### src/rtl/gshare_branch_predictor.sv
// gshare conditional-branch predictor: a table of CTR_W-bit saturating counters
// indexed by PC[IDX_W:1] XOR global history. Lookups are combinational. The
// speculative history is shifted at fetch, and the committed history is shifted
// at training. On a flush the speculative history is restored from the committed one.
// Optional feature macro: BP_STATS_EN (commit statistics counters).
module gshare_branch_predictor #(
    parameter int XLEN   = 32,
    parameter int IDX_W  = 8,
    parameter int HIST_W = 8,
    parameter int CTR_W  = 2
) (
    input  logic              clk,
    input  logic              rst,
    input  logic              rdy,
    input  logic              flush,
    input  logic [XLEN-1:0]   fet_pc,
    input  logic              fet_br_valid,
    input  logic              rob_bp_enable,
    input  logic [XLEN-1:0]   rob_bp_inst_addr,
    input  logic [HIST_W-1:0] rob_bp_ghr,
    input  logic              rob_bp_jump,
    input  logic              rob_bp_correct,
    output logic              bp_pred,
    output logic [HIST_W-1:0] bp_ghr,
    output logic [XLEN-1:0]   bp_correct_cnt,
    output logic [XLEN-1:0]   bp_total_cnt
);

    localparam int ENTRIES = 1 << IDX_W;

    logic [CTR_W-1:0]  ctr_q [ENTRIES];
    logic [CTR_W-1:0]  ctr_d [ENTRIES];
    logic [HIST_W-1:0] spec_ghr_q, spec_ghr_d;
    logic [HIST_W-1:0] arch_ghr_q, arch_ghr_d;
    logic [IDX_W-1:0]  f_idx, u_idx;

    // Shift a new outcome into the history. This also covers HIST_W == 1, because
    // the MSB of {h, b} is dropped by the truncating cast.
    function automatic logic [HIST_W-1:0] hist_shift(input logic [HIST_W-1:0] h,
                                                     input logic b);
        return HIST_W'({h, b});
    endfunction

    // Saturating increment/decrement of one counter.
    function automatic logic [CTR_W-1:0] sat_step(input logic [CTR_W-1:0] c,
                                                  input logic up);
        logic [CTR_W-1:0] r;
        r = c;
        if (up && (c != {CTR_W{1'b1}})) r = c + CTR_W'(1);
        if (!up && (c != '0))           r = c - CTR_W'(1);
        return r;
    endfunction

    assign f_idx   = fet_pc[IDX_W:1] ^ IDX_W'(spec_ghr_q);
    assign u_idx   = rob_bp_inst_addr[IDX_W:1] ^ IDX_W'(rob_bp_ghr);
    assign bp_pred = ctr_q[f_idx][CTR_W-1];
    assign bp_ghr  = spec_ghr_q;

    // Next counter table: only the trained entry moves.
    always_comb begin
        ctr_d = ctr_q;
        if (rob_bp_enable) ctr_d[u_idx] = sat_step(ctr_q[u_idx], rob_bp_jump);
    end

    // Next history. The commit is applied before the flush, so the repair includes it.
    always_comb begin
        arch_ghr_d = arch_ghr_q;
        if (rob_bp_enable) arch_ghr_d = hist_shift(arch_ghr_q, rob_bp_jump);
        spec_ghr_d = spec_ghr_q;
        if (flush)             spec_ghr_d = arch_ghr_d;
        else if (fet_br_valid) spec_ghr_d = hist_shift(spec_ghr_q, bp_pred);
    end

    // Table and history registers. rdy=0 holds everything, including reset.
    always_ff @(posedge clk) begin
        if (rdy) begin
            if (rst) begin
                for (int i = 0; i < ENTRIES; i++) ctr_q[i] <= '0;
                spec_ghr_q <= '0;
                arch_ghr_q <= '0;
            end else begin
                ctr_q      <= ctr_d;
                spec_ghr_q <= spec_ghr_d;
                arch_ghr_q <= arch_ghr_d;
            end
        end
    end

`ifdef BP_STATS_EN
    logic [XLEN-1:0] total_cnt_q, total_cnt_d;
    logic [XLEN-1:0] correct_cnt_q, correct_cnt_d;

    // Statistics: count trained commits and the correctly predicted ones, wrapping.
    always_comb begin
        total_cnt_d   = total_cnt_q;
        correct_cnt_d = correct_cnt_q;
        if (rob_bp_enable) begin
            total_cnt_d = total_cnt_q + XLEN'(1);
            if (rob_bp_correct) correct_cnt_d = correct_cnt_q + XLEN'(1);
        end
    end

    // Statistics registers, same reset and enable rules as the table.
    always_ff @(posedge clk) begin
        if (rdy) begin
            if (rst) begin
                total_cnt_q   <= '0;
                correct_cnt_q <= '0;
            end else begin
                total_cnt_q   <= total_cnt_d;
                correct_cnt_q <= correct_cnt_d;
            end
        end
    end

    assign bp_total_cnt   = total_cnt_q;
    assign bp_correct_cnt = correct_cnt_q;

    logic unused_bits;
    assign unused_bits = ^{fet_pc[XLEN-1:IDX_W+1], fet_pc[0],
                           rob_bp_inst_addr[XLEN-1:IDX_W+1], rob_bp_inst_addr[0]};
`else
    assign bp_total_cnt   = '0;
    assign bp_correct_cnt = '0;

    logic unused_bits;
    assign unused_bits = ^{fet_pc[XLEN-1:IDX_W+1], fet_pc[0],
                           rob_bp_inst_addr[XLEN-1:IDX_W+1], rob_bp_inst_addr[0],
                           rob_bp_correct};
`endif

endmodule

### config.mk
export PLATFORM = sky130hd
export DESIGN_NAME = gshare_branch_predictor
export DESIGN_NICKNAME = d
export VERILOG_FILES = /design/src/rtl/gshare_branch_predictor.sv
export SDC_FILE = /design/constraint.sdc
export NUM_CORES = 1
export LEC_CHECK = 0
export CAP_MARGIN = 20
export CORE_ASPECT_RATIO = 0.5
export CORE_UTILIZATION = 55
export CTS_CLUSTER_SIZE = 24
export DETAILED_ROUTE_END_ITERATION = 8
export PLACE_DENSITY_LB_ADDON = 0.25
export SLEW_MARGIN = 20
export SYNTH_ARGS = -nofsm -noshare
export SYNTH_HDL_FRONTEND = slang
export SYNTH_SLANG_ARGS = --single-unit
### constraint.sdc
create_clock -name clk -period 13.8 [get_ports clk]
set_input_delay 1.38 -clock clk [delete_from_list [all_inputs] [get_ports clk]]
set_output_delay 1.38 -clock clk [all_outputs]
set_load 0.1 [all_outputs]
**Yosys cells after proc, flatten, opt, wreduce, memory -nomap -nowiden**

Index checks and enable logic that the tools add are counted.

- Add/subtract/negate cells: 2
- Magnitude comparators: 3
- Eq/ne operators: 1
- Muxes and demuxes: 16
- Bitwise gates (word level): 4
- Reductions and logical operators: 9

Operators with widths:

| kind | count |
|---|---|
| bitwise mux 512 bit | 1 |
| 2-to-1 mux 512 bit | 1 |
| binary-select mux 2 bit (select 8 bit) | 2 |
| 2-to-1 mux 8 bit | 3 |
| greater-or-equal comparator 9 bit, second input constant | 2 |
| NOT 8 -> 9 bit | 2 |
| demux 2 bit (select 8 bit) | 1 |
| 2-to-1 mux 2 bit | 8 |
| bitwise XOR 8 bit | 2 |
| less-than comparator 9 x 1 -> 1 bit, second input constant | 1 |
| AND reduction 2 bit | 2 |
| nonzero test 2 bit | 2 |
| logical AND 1 bit | 3 |
| nonzero test 3 bit | 1 |
| adder 2 x 1 -> 2 bit, second input constant | 1 |
| inequality test 2 bit, second input constant | 1 |
| subtractor 2 x 1 -> 2 bit, second input constant | 1 |
| logical NOT 1 bit | 1 |

- Bits in registers: 528
- Input bits: 80
- Output and inout port bits: 73
- Logic and storage cells: 293

**Longest topological paths before layout**

- Word-level depth: 12
- Depth in mapped cells: 21
- Depth with buffers taken out: 14

**Worst setup path after synthesis**

No wires, ideal clock.

- Path kind: input to register
- Start: in rob_bp_enable
- End: reg ctr_q[0] (netlist name), enable pin
- Library setup time: 0.925 ns
- Arrival: 13.129 ns
- Required time: 12.875 ns
- Slack: -0.254 ns
- Stages on the path: 2
- Buffers on the path: 1
- Cell sequence: clkbuf_1 o21a_1

- Word-level cells in the longest chain between the ends: 2

RTL lines:

| element | line | RTL |
|---|---|---|
| start: declaration | 18 | `input logic rob_bp_enable,` |
| nonzero test 2 bit (no line) | n/a |  |
| AND reduction 2 bit (no line) | n/a |  |
| end signal: assignment | 82 | `ctr_q <= ctr_d;` |
| end: declaration | 31 | `logic [CTR_W-1:0] ctr_q [ENTRIES];` |

Every way passes these cells.
A chain may end at the register's enable or synchronous reset.

**Worst setup path after layout**

- Start: in fet_pc[2]
- End: out bp_pred

- Word-level cells in the longest chain between the ends: 5

RTL lines:

| element | line | RTL |
|---|---|---|
| start: declaration | 16 | `input logic [XLEN-1:0] fet_pc,` |
| bitwise XOR 8 bit | 54 | `assign f_idx = fet_pc[IDX_W:1] ^ IDX_W'(spec_ghr_q);` |
| NOT 8 -> 9 bit (not written as such) | 56 | `assign bp_pred = ctr_q[f_idx][CTR_W-1];` |
| binary-select mux 2 bit (select 8 bit) | 56 |  |
| 2-to-1 mux 2 bit (not written as such) (2 in series) | 56 |  |
| end: declaration | 23 | `output logic bp_pred,` |

Every way passes these cells. The select of a mux whose other input is x is not followed.

==> results.py <==
metrics = {
    "run_status": {
        "status": "complete, but fails checks",
        "violations": "design-rule violations",
    },
    "detailed_routing": {
        "first_pass_iters": 9,
        "drc": 4,
        "drt_wl_total_mm": 87.5,
        "vias_per_cell": 6.82,
        "antenna_left": 0,
        "avgRoutedWirePerCell_um": 26.1,
        "vias": 22811,
        "drt_iter0_drc": 3648,
    },
    "hold_path": {
        "hold_depth": 2,
        "hold_class": "reg2reg",
    },
    "floorplan": {
        "core.rowCount": 61,
        "initial_utilization_pct": 55.8,
        "die_x_um": 338,
        "dieArea_um2": 57600,
        "die_h_um": 170,
        "ios": 153,
        "coreArea_um2": 55700,
    },
    "worst_setup_path": {
        "cp_num_cells": 10,
        "crit_path_end_kind": "output port",
        "cpLargestDelayFamily": "buffers and inverters",
        "critical_path_buf_inv_count": 3,
        "r2r_cells": 14,
        "path_cells": "clkdlybuf4s50_1, xor2_4, buf_4, mux4_2, mux4_2, mux4_2, mux2_2, nor2_1, a21oi_1, clkdlybuf4s50_1",
        "crit_slowest_cell": "clkdlybuf4s50_1",
        "worst_path_most_repeated_cell": "mux4_2",
        "arrival_ps": 6830,
        "crit_type": "in2out",
        "cp-start-kind": "input pin",
        "cp_max_fo": 46,
        "cp.required_ps": 12420,
        "critPathMaxStageDelay_ps": 1000,
    },
    "clock_tree": {
        "path_clk_slew_ps": 70,
        "cts_tree": "built",
        "holdBufCountCts": 0,
        "clockBufferDepth": 3,
        "h-tree-depth": 2,
        "numCtsBuffers": 50,
        "cts.sinks": 528,
        "clk_latency_ps": 610,
        "clk_root_buffer_cell": "clkbuf_16",
        "post_cts_buffers": 0,
        "post_cts_resized": 0,
    },
    "place": {
        "portBuffers": 39,
        "place.gp.congestion": 0.861,
        "placed_cells": 3256,
        "hpwl_mm": 50.7,
    },
    "cells_and_area": {
        "final.fill_count": 4415,
        "utilization_pct": 59.8,
        "fin_cells": 3346,
        "final_nets": 2637,
        "multi_input_area_um2": 14000,
        "regArea_um2": 15900,
        "drive_gt1_share_pct": 22.1,
        "syn_to_final_growth_pct": 7.08,
    },
    "grt": {
        "grt_start_max_net_pins": 220,
        "grt_antenna_before_repair": 3,
        "grt_overflow": 0,
        "track_usage_pct": 30.2,
        "grt_pass1_wl_mm": 132,
        "grt_pass1_vias": 21241,
    },
    "power": {
        "p_leak_nw": 10.8,
        "power_density_nw_per_um2": 133,
        "vdd_drop_max_mv": 0.131,
    },
    "logic_synthesis": {
        "yosys.area_share.simple_pct": 14.0,
        "synth_top_family_by_area": "multiplexers",
        "synthFlopType": "edfxtp_1",
        "yosysWarnings": 0,
        "synthArstFlopShare_pct": 0,
        "yosys_register_bits": 528,
        "avgSynthCellArea_um2": 11.9,
        "synth_xor_area_share_pct": 0.724,
        "synth.distinct_cells": 56,
        "synth_compound_area_share_pct": 12.5,
        "muxShareOfSynthArea_pct": 15.8,
        "synth_area_um2": 31100,
        "synth-seq-area-share_pct": 51.0,
        "synth-edff-count": 528,
        "synth_cells": 2615,
        "synth_fa_ha_area_share_pct": 0.0805,
    },
    "timing": {
        "slew_headroom_pct": 20.4,
        "grt_setup_unrepaired": "false",
        "final-max-slew-violation-count": 0,
        "tightest_slew_ps": 1190,
        "finalCriticalPeriod_ps": 8210,
        "hold_viol": 0,
        "skew_ps": 18.2,
        "hold_slack_ps": 579,
        "period_share_pct": 59.5,
        "setup_viol": 0,
        "max_freq_mhz": 122,
        "fin_setup_tns_ps": 0,
    },
    "job": {
        "drv_cap": 0,
    },
}
-- cells in the final DEF, fill, tap and decap left out, types with 6 or more instances in the layout --
master,instances
edfxtp_1,528
nand3_1,526
nand2_1,343
o21ai_1,313
mux4_2,202
o21ai_2,200
conb_1,64
clkbuf_16,51
buf_4,46
nor2_1,43
clkdlybuf4s50_1,39
mux2i_1,32
nor3_2,14
clkbuf_1,13
nand4_1,11
a31oi_1,9
o21ai_0,9
o22a_1,8
clkinv_1,8
buf_12,8
xor2_1,7
xor2_4,7
a211oi_1,7
nor2_2,7
a311oi_1,6
clkinv_2,6
-- layer usage --
metal  part of all wire (%)  track usage [%]  vias to the layer above
li1                       -                -                    10020
met1                     39             42.8                    11219
met2                     45             46.4                     1354
met3                     12             6.86                      216
met4                    3.6             10.2                        2
met5                  0.010                0                        -
-- report_power, final --
part | total, mW | internal, mW | leakage, nW | switching, mW
Combinational | 1.08 | 0.324 | 4.79 | 0.759
Sequential | 1.95 | 1.89 | 5.24 | 0.0638
Clock | 1.40 | 0.769 | 0.759 | 0.628
Total | 4.43 | 2.98 | 10.8 | 1.45
-- worst min-delay path: cells and delay by family, from the launching register on --
family / cells / cell delay (ps)
AND/OR/NAND/NOR: 1 / 60
flip-flops: 1 / 340
AO/OA/AOI/OAI: 1 / 70
-- cells in the mapped netlist (all sizes together) (5+ instances only) --
cell | number | area (µm²)
o21ai | 522 | 3360
xnor2 | 10 | 95.1
buf | 154 | 1370
o22a | 8 | 70.1
a311oi | 6 | 52.6
o22ai | 5 | 31.3
mux2i | 32 | 320
nor3 | 19 | 95.1
nand4 | 11 | 68.8
edfxtp | 528 | 15900
a31oi | 9 | 56.3
nand3 | 527 | 2640
clkbuf | 117 | 439
xor2 | 14 | 130
a211oi | 8 | 65.1
mux4 | 203 | 4580
nor2 | 52 | 195
nand2 | 343 | 1290
-- stage by stage --
step	area, µm²	setup WS, ps	power [mW]
floorplan	31300	5020	2.87
global placement	31600	5220	3.03
detailed placement	31700	5150	3.05
CTS	33200	5560	4.42
global route	33300	5300	4.55
finish	33300	5590	4.43
-- registers in the layout, indices dropped and copies added (netlist names) --
register	count
bp_ghr	8
arch_ghr_q	8
ctr_q	512
-- path summary, 6_finish.rpt --
check,start,slack (ps),end
max reg2reg,ctr_q[85],8090,ctr_q[427]
min,ctr_q[390],580,ctr_q[390]
min reg2reg,ctr_q[390],580,ctr_q[390]
max,fet_pc[2],5590,bp_pred
-- final cells by class --
| class | instances | area share [%] |
|---|---|---|
| Antenna cell | 1 | 0.00751 |
| Clock buffer | 64 | 3.98 |
| Clock inverter | 22 | 0.706 |
| Inverter | 4 | 0.0676 |
| Multi-Input combinational cell | 1875 | 41.9 |
| Sequential cell | 528 | 47.6 |
| Tap cell | 756 | 2.84 |
| Timing Repair Buffer | 96 | 2.89 |
-- cells by family (layout without fill, tap and decap cells) --
group / Yosys count / in the layout
AO/OA/AOI/OAI: 587 / 587
flip-flops: 528 / 528
AND/OR/NAND/NOR: 961 / 961
adder cells (fa/ha/maj): 2 / 2
buffers and inverters: 275 / 186
other: 1 / 65
XOR/XNOR: 24 / 24
multiplexers: 237 / 237
No activity file was read; power rests on OpenSTA's default activity.
